<file path="src/rtl/cmos_gate_tester.sv">
// Self-test driver/checker for four-input complex CMOS gate cells: walks all 16
// input vectors, samples the cell output after a settle delay and scores it against TRUTH_TABLE.
module cmos_gate_tester #(
    parameter logic [15:0] TRUTH_TABLE   = 16'h0155,
    parameter int unsigned SETTLE_CYCLES = 2
) (
    input  logic       clk,
    input  logic       rst,
    input  logic       start,
    output logic       drv_a,
    output logic       drv_b,
    output logic       drv_c,
    output logic       drv_d,
    input  logic       y_in,
    output logic       busy,
    output logic       done,
    output logic       pass,
    output logic [4:0] err_count,
    output logic [3:0] first_fail_vec,
    output logic       first_fail_valid
);

    typedef enum logic [2:0] {
        IDLE,
        APPLY,
        SETTLE,
        SAMPLE,
        DONE
    } state_t;

    // The down-counter is loaded with N-1 so SETTLE lasts exactly N cycles.
    localparam logic [3:0] SETTLE_LOAD =
        (SETTLE_CYCLES == 0) ? 4'd0 : 4'(SETTLE_CYCLES - 1);
    localparam logic       HAS_SETTLE  = (SETTLE_CYCLES != 0);

    state_t     state_q;
    state_t     state_d;
    logic [3:0] vec_q;
    logic [3:0] settle_cnt_q;
    logic       accept;
    logic       mismatch;

    // NOTE: assign every always_comb output a default first so no path infers a latch.
    always_comb begin
        state_d = state_q;
        case (state_q)
            IDLE, DONE: if (start)                state_d = APPLY;
            APPLY:      state_d = HAS_SETTLE ? SETTLE : SAMPLE;
            SETTLE:     if (settle_cnt_q == 4'd0) state_d = SAMPLE;
            SAMPLE:     state_d = (vec_q == 4'd15) ? DONE : APPLY;
            default:    state_d = IDLE;
        endcase
    end

    // NOTE: reset is synchronous here, so it lives inside the clocked branch rather than the sensitivity list.
    always_ff @(posedge clk) begin
        if (rst) begin
            state_q <= IDLE;
        end else begin
            state_q <= state_d;
        end
    end

    assign accept   = ((state_q == IDLE) || (state_q == DONE)) && start;
    // X/Z on the cell output must score as a failure, hence the case inequality.
    assign mismatch = (state_q == SAMPLE) && (y_in !== TRUTH_TABLE[vec_q]);

    always_ff @(posedge clk) begin
        if (rst) begin
            vec_q            <= 4'd0;
            settle_cnt_q     <= 4'd0;
            err_count        <= 5'd0;
            first_fail_vec   <= 4'd0;
            first_fail_valid <= 1'b0;
            done             <= 1'b0;
        end else begin
            if (accept) begin
                vec_q            <= 4'd0;
                err_count        <= 5'd0;
                first_fail_vec   <= 4'd0;
                first_fail_valid <= 1'b0;
                done             <= 1'b0;
            end

            if (state_q == APPLY) begin
                settle_cnt_q <= SETTLE_LOAD;
            end else if ((state_q == SETTLE) && (settle_cnt_q != 4'd0)) begin
                settle_cnt_q <= settle_cnt_q - 4'd1;
            end

            if (state_q == SAMPLE) begin
                if (mismatch) begin
                    if (err_count != 5'd16) begin
                        err_count <= err_count + 5'd1;
                    end
                    if (!first_fail_valid) begin
                        first_fail_vec   <= vec_q;
                        first_fail_valid <= 1'b1;
                    end
                end
                // The drives follow vec_q, so they only move on entry to the next APPLY.
                if (vec_q == 4'd15) begin
                    done <= 1'b1;
                end else begin
                    vec_q <= vec_q + 4'd1;
                end
            end
        end
    end

    assign {drv_a, drv_b, drv_c, drv_d} = vec_q;
    assign busy = (state_q == APPLY) || (state_q == SETTLE) || (state_q == SAMPLE);
    assign pass = done && (err_count == 5'd0);

endmodule

</file>
<file path="config.mk">
export PLATFORM = sky130hd
export DESIGN_NAME = cmos_gate_tester
export DESIGN_NICKNAME = d
export VERILOG_FILES = /design/src/rtl/cmos_gate_tester.sv
export SDC_FILE = /design/constraint.sdc
export NUM_CORES = 1
export LEC_CHECK = 0
export ABC_AREA = 1
export ABC_CLOCK_PERIOD_IN_PS = 2700
export CAP_MARGIN = 0
export CORE_MARGIN = 8
export CORE_UTILIZATION = 23
export CTS_CLUSTER_DIAMETER = 120
export DETAILED_ROUTE_END_ITERATION = 6
export GPL_ROUTABILITY_DRIVEN = 0
export PLACE_DENSITY = 0.41
export SLEW_MARGIN = 20
export SYNTH_ARGS = -nofsm -noshare
export SYNTH_HDL_FRONTEND = slang
export SYNTH_SLANG_ARGS = --single-unit
export TNS_END_PERCENT = 100
</file>
<file path="constraint.sdc">
create_clock -name clk -period 2.7 [get_ports clk]
set_input_delay 0.54 -clock clk [delete_from_list [all_inputs] [get_ports clk]]
set_output_delay 0.54 -clock clk [all_outputs]
set_load 0.05 [all_outputs]
</file>
==> metrics.md, run 1 <==
| Metric | Value |
|---|---|
| Worst EP arrival | `1830 ps` |
| CTS tree | `done` |
| Fin crit share | `0.878` |
| Fin crit period | `2370 ps` |
| Pin count of the biggest net entering global routing | `15` |
| FF-to-FF path depth | `7` |
| Worst path buffer plus inverter count | `2` |
| Area of the die | `0.00762 mm2` |
| Post-synth cell types | `26` |
| Length of the first detailed-routing pass in iterations | `4` |
| Register Area | `460 um2` |
| Grt ovf | `0` |
| Initial Util | `0.233` |
| Max incr delay on CP | `810 ps` |
| Bufs on Longest Clock Path | `2` |
| Clock slew at reported path FFs | `80 ps` |
| Vias | `1080` |
| Critical-path cell list | `inv_1 > ha_1 > nand2_1 > nor2_1 > clkdlybuf4s50_1` |
| Relative slew slack | `0.661` |
| Count leader, synth | `nand2_1` |
| Worst Path Max Fanout | `5` |
| Worst Tran Pin Value | `507 ps` |
| Post-synth EDFFs | `0` |
| Ant. Diodes | `0` |
| CTS buffer count | `3` |
| Synth Flop Type | `dfxtp_1` |
| RSZ-0062 raised after global routing | `no` |
| Initial DRC Count | `27` |
| Main area contributors after synthesis | `dfxtp_1 39%, nand2_1 13%, a21oi_1 6.4%` |
| Die boundary height | `87.3 um` |
| Sequential fraction of the synthesis area | `0.394` |
| Fin nets | `196` |
| Peak VDD IR | `0.141 mV` |
| Power Density | `541 mW/mm2` |
| Cell count after synthesis | `164` |
| Hold Fails Final Rpt | `0` |
| Area delta synth->final | `28.7%` |
| WP depth | `5` |
| Final Max Slew Viols | `0` |
| Yosys reg bits | `23` |
| Core area | `0.00501 mm2` |
| Postcts setup bufs | `0` |
| # fillers | `571` |
| DP HPWL | `2.18 mm` |
| Root buf cell | `clkbuf_8` |
| Worst min path class | `reg2reg` |
| Final WL | `2.84 mm` |
| Synth top area share | `0.394` |
| Static leakage | `0.000608 uW` |
| Num rows | `26` |
| Hold-fix buffers, CTS | `0` |
| Worst hold margin | `478 ps` |
| Total track usage | `0.0815` |
| Setup TNS | `0 ps` |
| Clk_lat worst skew | `260 ps` |
| Crit path max-delay cell type | `clkdlybuf4s50_1` |
| R2R setup slack | `1270 ps` |
| Htree depth | `1` |
| Avg WL per Cell | `11.0 um` |
| Area occupied by multi-input gates | `616 um2` |
| Post-Place Setup Slack | `605 ps` |
| Syn_area_per_cell | `7.13 um2` |
| DRC viols | `0` |
| Post-cts repair resize count | `0` |
| Vias in the first global route | `1067` |
| Die Wd | `87.3 um` |
| First-pass GRT wire length | `4.94 mm` |
| Vias per cell | `4.20` |
| Crit end category | `output pin` |
| Crit Path Category | `reg2out` |
| Initial antenna violation count | `0` |
| Max Clk Rate | `0.422 GHz` |
| CP startpoint kind | `register` |
| Post-Syn Area | `0.00117 mm2` |
| Max cap viols | `0` |
| Synth area leader | `dfxtp_1` |
| Ys async rst share | `0` |
| Status | `completed` |
| I/O pin count | `21` |
| Setup WS post-layout | `329 ps` |
| CTS sink count | `23` |
| Port buffer count | `20` |
| Synth Net Count | `172` |
| WP data required | `2160 ps` |
| Synth cell count leaders | `41 x nand2_1, 23 x dfxtp_1, 16 x inv_1, 16 x nor2_1, 15 x a21oi_1` |
| Ys Warns | `0` |
| Hold path cells | `2` |
| Setup Skew | `3.27 ps` |
| ANT nets after route | `0` |
| Critical path's top delay family | `buffers and inverters` |
| Final setup fails | `0` |
| Share of layout cells above drive strength 1 | `0.102` |
## placed cells by master, fill, tap and decap left out
cell,instances
xnor2_1,1
inv_2,4
nor2_2,2
nor2_8,1
nor3_2,1
a21oi_1,15
clkdlybuf4s50_1,20
clkbuf_8,3
xor2_1,4
nor3b_1,1
nand2_2,2
o31ai_1,1
clkbuf_1,1
a21oi_2,1
o21ai_1,5
a211oi_1,1
ha_1,4
nand4_1,1
buf_4,2
nand3_1,14
dfxtp_1,23
nand2_1,41
nand2_4,2
nor3_1,3
inv_1,16
nand3b_1,1
nor2_1,16
clkinv_2,1
## where the power goes
group	leakage [uW]	switching (uW)	total (uW)	internal, uW
clock network	0.0000228	109	215	105
registers	0.000186	20.2	380	360
logic	0.000399	146	218	72.2
total	0.000608	276	813	538
## sequential cells by signal, indices dropped and copies added, names as in the netlist, named ones only
signal and flops:
settle_cnt_q 4, done 1, state_q 3, first_fail_vec 4, err_count 5, vec_q 4
first_fail_valid 1
## metal layers
layer,GRT usage,share of wire,vias up
li1,-,-,569
met1,0.0987,0.47,483
met2,0.133,0.45,26
met3,0.0236,0.071,2
met4,0.0281,0.0067,0
met5,0,0,-
## worst paths after layout
| check | from | endpoint |
|---|---|---|
| max | err_count[0] | pass |
| min | settle_cnt_q[3] | settle_cnt_q[3] |
| max reg2reg | state_q[0] | register |
| min reg2reg | settle_cnt_q[3] | settle_cnt_q[3] |
## per-stage QoR
stage	cells	cell area (um2)	power [uW]	util
finish	257	1500	813	0.300
global route	257	1500	871	0.300
CTS	257	1500	828	0.300
detailed placement	253	1460	609	0.291
global placement	253	1460	609	0.291
floorplan	164	1170	551	-
## worst register-to-register path, cell delays in order (launching register included)
cell and delay [ps]:
dfxtp_1 350, nor2_2 180, nand2_1 320, nand2_1 140, nand2_1 60, nand2_1 80
nand3_1 70, a21oi_1 160
## cell type report
type,instances,area share
multi-input combinational,117,0.409
timing repair buffer,22,0.143
inverter,21,0.0532
sequential,23,0.306
clock buffer,4,0.0300
tap,70,0.0582
## cells by family (layout without fill, tap and decap cells)
family / after synthesis / after routing / synth area share
simple gates: 85 / 85 / 0.340
flops: 23 / 23 / 0.394
fa+ha+maj: 4 / 4 / 0.0428
xor+xnor: 5 / 5 / 0.0375
compound gates: 23 / 23 / 0.106
buf+inv: 24 / 47 / 0.0792
Note: power is estimated with default switching activity, not from simulation.
==> run 2, diff against run 1 <==
Settings changed: MAX_ROUTING_LAYER set to met4.
==> run 2 against run 1 <==
  * Wire length rose by 0.32%
  * Sequential share of layout area did not move
  * Worst setup slack improved by 0.79 ps
  * Sequential cell count did not move
  * Sequential power barely moved
  * Register-to-register slack barely moved
  * Final area did not move
  * Combinational power barely moved
  * Clock power barely moved
  * Critical endpoint unchanged
==> metrics.md, run 2 (same netlist as run 1, synthesis figures left out) <==
| Metric | Value |
|---|---|
| I/O pin count | `21` |
| Total track usage | `0.0839` |
| Die Wd | `87.3 um` |
| Fin crit period | `2370 ps` |
| Root buf cell | `clkbuf_8` |
| Sw Share | `0.339` |
| Final setup fails | `0` |
| CTS buffer count | `3` |
| Placed insts | `253` |
| Most common cell after layout, fill and taps aside | `nand2_1` |
| Max Clk Rate | `0.422 GHz` |
| Static leakage | `0.000608 uW` |
| Postcts setup bufs | `0` |
| Cell internal power dissipation | `538 uW` |
| CTS sink count | `23` |
| Cell Area, Placed | `0.00146 mm2` |
| Fin crit share | `0.878` |
| Vias in the first global route | `1066` |
| RSZ-0062 raised after global routing | `no` |
| Share of layout cells above drive strength 1 | `0.102` |
| Worst hold margin | `478 ps` |
| Comb pwr share | `0.269` |
| Bufs on Longest Clock Path | `2` |
| Max FFs per register | `5` |
| DRC viols | `0` |
| Clk_lat worst skew | `260 ps` |
| Worst min path class | `reg2reg` |
| Power Density | `541 mW/mm2` |
| Worst Tran Pin Value | `517 ps` |
| Status | `completed` |
| Design Area, Final | `0.00150 mm2` |
| Area of the die | `0.00762 mm2` |
| Core area | `0.00501 mm2` |
| Hold Fails Final Rpt | `0` |
| Max cap viols | `0` |
| Vias | `1079` |
| WP data required | `2160 ps` |
| Fin nets | `196` |
| Worst Path Max Fanout | `5` |
| Grt ovf | `0` |
| Post-Layout Cell Count | `257` |
| Pin count of the biggest net entering global routing | `15` |
| Relative slew slack | `0.654` |
| Sequential power share | `0.468` |
| Tot Pwr | `814 uW` |
| Worst EP arrival | `1830 ps` |
| Ant. Diodes | `0` |
| Avg WL per Cell | `11.1 um` |
| Hold-fix buffers, CTS | `0` |
| Sw power | `276 uW` |
| Final Max Slew Viols | `0` |
| Final WL | `2.85 mm` |
| Crit end category | `output pin` |
| Initial Util | `0.233` |
| CTS tree | `done` |
| Clock share of power | `0.264` |
| First-pass GRT wire length | `4.95 mm` |
| Most frequent cells in the layout | `41 x nand2_1, 23 x dfxtp_1, 20 x clkdlybuf4s50_1, 16 x inv_1, 16 x nor2_1` |
| Port buffer count | `20` |
| Die boundary height | `87.3 um` |
| Htree depth | `1` |
| Setup TNS | `0 ps` |
| Length of the first detailed-routing pass in iterations | `4` |
| Clock slew at reported path FFs | `80 ps` |
| Num rows | `26` |
| Crit Path Category | `reg2out` |
| Vias per cell | `4.20` |
| Setup Skew | `3.24 ps` |
| Post-cts repair resize count | `0` |
| Biggest register | `err_count` |
| Initial antenna violation count | `0` |
| Peak VDD IR | `0.141 mV` |
| Area delta synth->final | `28.7%` |
| DP HPWL | `2.18 mm` |
| ANT nets after route | `0` |
| Initial DRC Count | `25` |
| CP startpoint kind | `register` |
[run 2: cell counts in the layout (fill, tap and decap cells not counted)]
No cell type changed its count.
[run 2: power by group through the flow]
stage	sequential (uW)	clock, uW	combinational, uW
2_1_floorplan	405	0	146
5_1_grt	386	241	244
3_3_place_gp	388	0	221
6_report	381	214	219
3_5_place_dp	388	0	221
4_1_cts	381	226	222
[run 2: layout make-up]
| cell class | instances | area [um2] |
|---|---|---|
| fill | 571 | 3510 |
| multi-input combinational | 117 | 616 |
| sequential | 23 | 460 |
| timing repair buffer | 22 | 215 |
| tap | 70 | 87.6 |
| inverter | 21 | 80.1 |
| clock buffer | 4 | 45.0 |
[run 2: path summary, 6_finish.rpt]
check / end / from / cells after the start / slack, ps
setup / recovery: pass / err_count[0] / 5 / 330
hold / removal: settle_cnt_q[3] / settle_cnt_q[3] / 2 / 480
setup reg to reg: register / state_q[0] / 7 / 1270
hold reg to reg: settle_cnt_q[3] / settle_cnt_q[3] / 2 / 480
[run 2: worst max-delay path, cell delays in order, from the launching register on]
cell	delay, ps
dfxtp_1	350
inv_1	90
ha_1	150
nand2_1	80
nor2_1	100
clkdlybuf4s50_1	810
[run 2: per-layer routing]
metal / global-route usage / up-vias / routed length [um]
li1: - / 570 / -
met1: 0.104 / 481 / 1410
met2: 0.133 / 26 / 1280
met3: 0.0160 / 2 / 140
met4: 0.0281 / 0 / 19
met5: - / - / 0
[run 2: stage by stage]
stage / util / worst slack [ps]
2_1_floorplan: - / 665
3_3_place_gp: 0.291 / 626
3_5_place_dp: 0.291 / 605
4_1_cts: 0.300 / 301
5_1_grt: 0.300 / 176
6_report: 0.300 / 329
==> run 3, diff against run 2 <==
Settings changed: SLEW_MARGIN 20 to unset.
==> results of run 3 <==
No change in the layout: final DEF, timing and power equal those of run 2.
==> edit (config.mk and constraints of run 3) <==
Encoding of `state_t`: now Gray code (3 bits for 5 states).
--- a/src/rtl/cmos_gate_tester.sv
+++ b/src/rtl/cmos_gate_tester.sv
@@ -21,11 +21,11 @@
 );
 
     typedef enum logic [2:0] {
-        IDLE,
-        APPLY,
-        SETTLE,
-        SAMPLE,
-        DONE
+        IDLE   = 3'b000,
+        APPLY  = 3'b001,
+        SETTLE = 3'b011,
+        SAMPLE = 3'b010,
+        DONE   = 3'b110
     } state_t;
 
     // The down-counter is loaded with N-1 so SETTLE lasts exactly N cycles.
Formal check against the unedited RTL: no difference found for any inputs over 10 cycles, from zero or initial values and one cycle with rst high; not proved beyond that.
==> edit against run 3 <==
Maximum frequency decreased by 1.6%; first-iteration DRC count increased by 48%; synthesized cell count fell by 3.7%; count of clock-buffer cells in the layout decreased by 1; power decreased by 5.0%; core utilization grew 0.73 points; register-to-register slack lost 0.19 ns; sequential power shrank 2%; cell area is 3.4% lower; worst setup slack got worse by 0.040 ns; sequential cell count unchanged; routed wire length increased by 1.1%; area after synthesis decreased by 3.4%; critical path type unchanged; largest cell class unchanged.
==> edit: results (changes against run 3) <==
Outcome
  • Status: completed (unchanged)

Global routing
  • Vias in the first global route: 1067 (was 1066)
  • Total GRT Usage: 0.08486 (was 0.08385)
  • Largest net degree at the start of global routing: 18 (was 15)
  • First-pass GRT wire length: 4885 um (was 4954 um)

Cells and area
  • Non-clk buf share: 0.1430 (was 0.1431)
  • Clock-cell share of area: 0.03187 (was 0.02995)
  • Multi-input combinational area share: 0.3962 (was 0.4093)
  • Non-clk bufs: 21 (was 22)
  • Layout cells sized above 1: 0.05556 (was 0.1016)
  • Fin nets: 189 (was 196)
  • Multi-In Gates: 111 (was 117)
  • Clock buffers: 3 (was 4)
  • Layout fillers: 522 (was 571)

Timing
  • Actual slew at the worst max-slew pin: 0.5057 ns (was 0.5168 ns)
  • Setup Skew: 0.01140 ns (was 0.003244 ns)

Clock network
  • Htree depth: 1 (unchanged)
  • Reg clk slew, reported paths: 0.09 ns
  • Clk_lat worst skew: about 0.27 ns

Synthesis
  • Netlist cell types: 23 (was 26)
  • Post-synthesis net count: 166 (was 172)
  • Sequential area share after synthesis: 0.4080 (was 0.3940)
  • Compound-gate portion of the synthesized area: 0.1763 (was 0.1060)
  • Synth area leaders: dfxtp_1 (41%), nand2_1 (10%), a21oi_1 (8.4%) (was dfxtp_1 (39%), nand2_1 (13%), a21oi_1 (6.4%))
  • Synth Area in Adders: 0.04435 (was 0.04283)
  • Flops & latches, synth: 23 (unchanged)
  • Synth top cells by count: nand2_1 (30), dfxtp_1 (23), inv_1 (20) (was nand2_1 (41), dfxtp_1 (23), inv_1 (16), nor2_1 (16), a21oi_1 (15))
  • Asr flop ratio synth: 0 (unchanged)
  • Post-synthesis xor/xnor area fraction: 0.03104 (was 0.03747)

Drt
  • Vias per cell: 4.389 (was 4.198)
  • Iter 0 DRT Violations: 37 (was 25)
  • Router iterations before antenna repair: 4 (unchanged)
  • DRT Wirelength: 2878 um (was 2848 um)

Setup path
  • Worst EP arrival: 1.87 ns (was 1.83 ns)
  • CP peak stage delay: 0.81 ns (about the same)

Power and ir drop
  • Static Leak: 0.5525 nW (was 0.6082 nW)
  • Worst VDD drop: 0.2265 mV (was 0.1412 mV)

Placement
  • Post-DP HPWL: 2171 um (was 2181 um)
  • Place WS: 0.5902 ns (was 0.6050 ns)

Worst hold path
  • Worst Hold Class: reg -> reg (unchanged)
-- edit: changes by cell type after synthesis, sizes merged, moves of 3 or more --
cell	run 3	this run
a211oi	1	4
a21oi	16	19
nand2	45	30
nor3	4	1
o21ai	5	12
-- edit: power by group --
part           internal, W  switching [W]
sequential        0.000358      0.0000170
combinational    0.0000591       0.000120
clock             0.000103       0.000116
total             0.000520       0.000253
-- edit: worst paths after layout --
check,startpoint,endpoint,slack [ns],cells after the start
hold reg to reg,first_fail_vec[0],first_fail_vec[0],0.47,2
setup / recovery,err_count[0],pass,0.29,5
hold / removal,first_fail_vec[0],first_fail_vec[0],0.47,2
setup reg to reg,state_q[2],register,1.08,6
-- edit: layer usage --
metal	GRT usage	part of all wire	routed length, um	up-vias
met3	0.02674	0.048	139	4
met4	0.03981	0.011	33	0
met1	0.08619	0.46	1333	500
met5	-	0	0	-
met2	0.1456	0.48	1372	13
li1	-	-	-	567
-- edit: per-stage QoR --
stage,instance area [um2],total power [W],cells,hold slack [ns]
2_1_floorplan,1129,0.0005084,158,0.4662
3_3_place_gp,1406,0.0005640,243,0.4557
3_5_place_dp,1406,0.0005652,243,0.4563
4_1_cts,1453,0.0007914,247,0.4701
5_1_grt,1453,0.0008249,247,0.4972
6_report,1453,0.0007729,247,0.4665
-- edit: kinds of logic after synthesis --
kind of cell / after synthesis
AOI/OAI and AO/OA: 37
DFF: 23
and+or+nand+nor: 66
xor gates and xnor gates: 4
buffers and inverters: 24
adders and majority gates: 4
-- edit: worst max-delay path, delay by kind of cell, from the launching register on --
kind	cells	cell delay [ns]
DFF	1	0.35
and+or+nand+nor	2	0.18
buffers and inverters	2	0.90
adders and majority gates	1	0.17
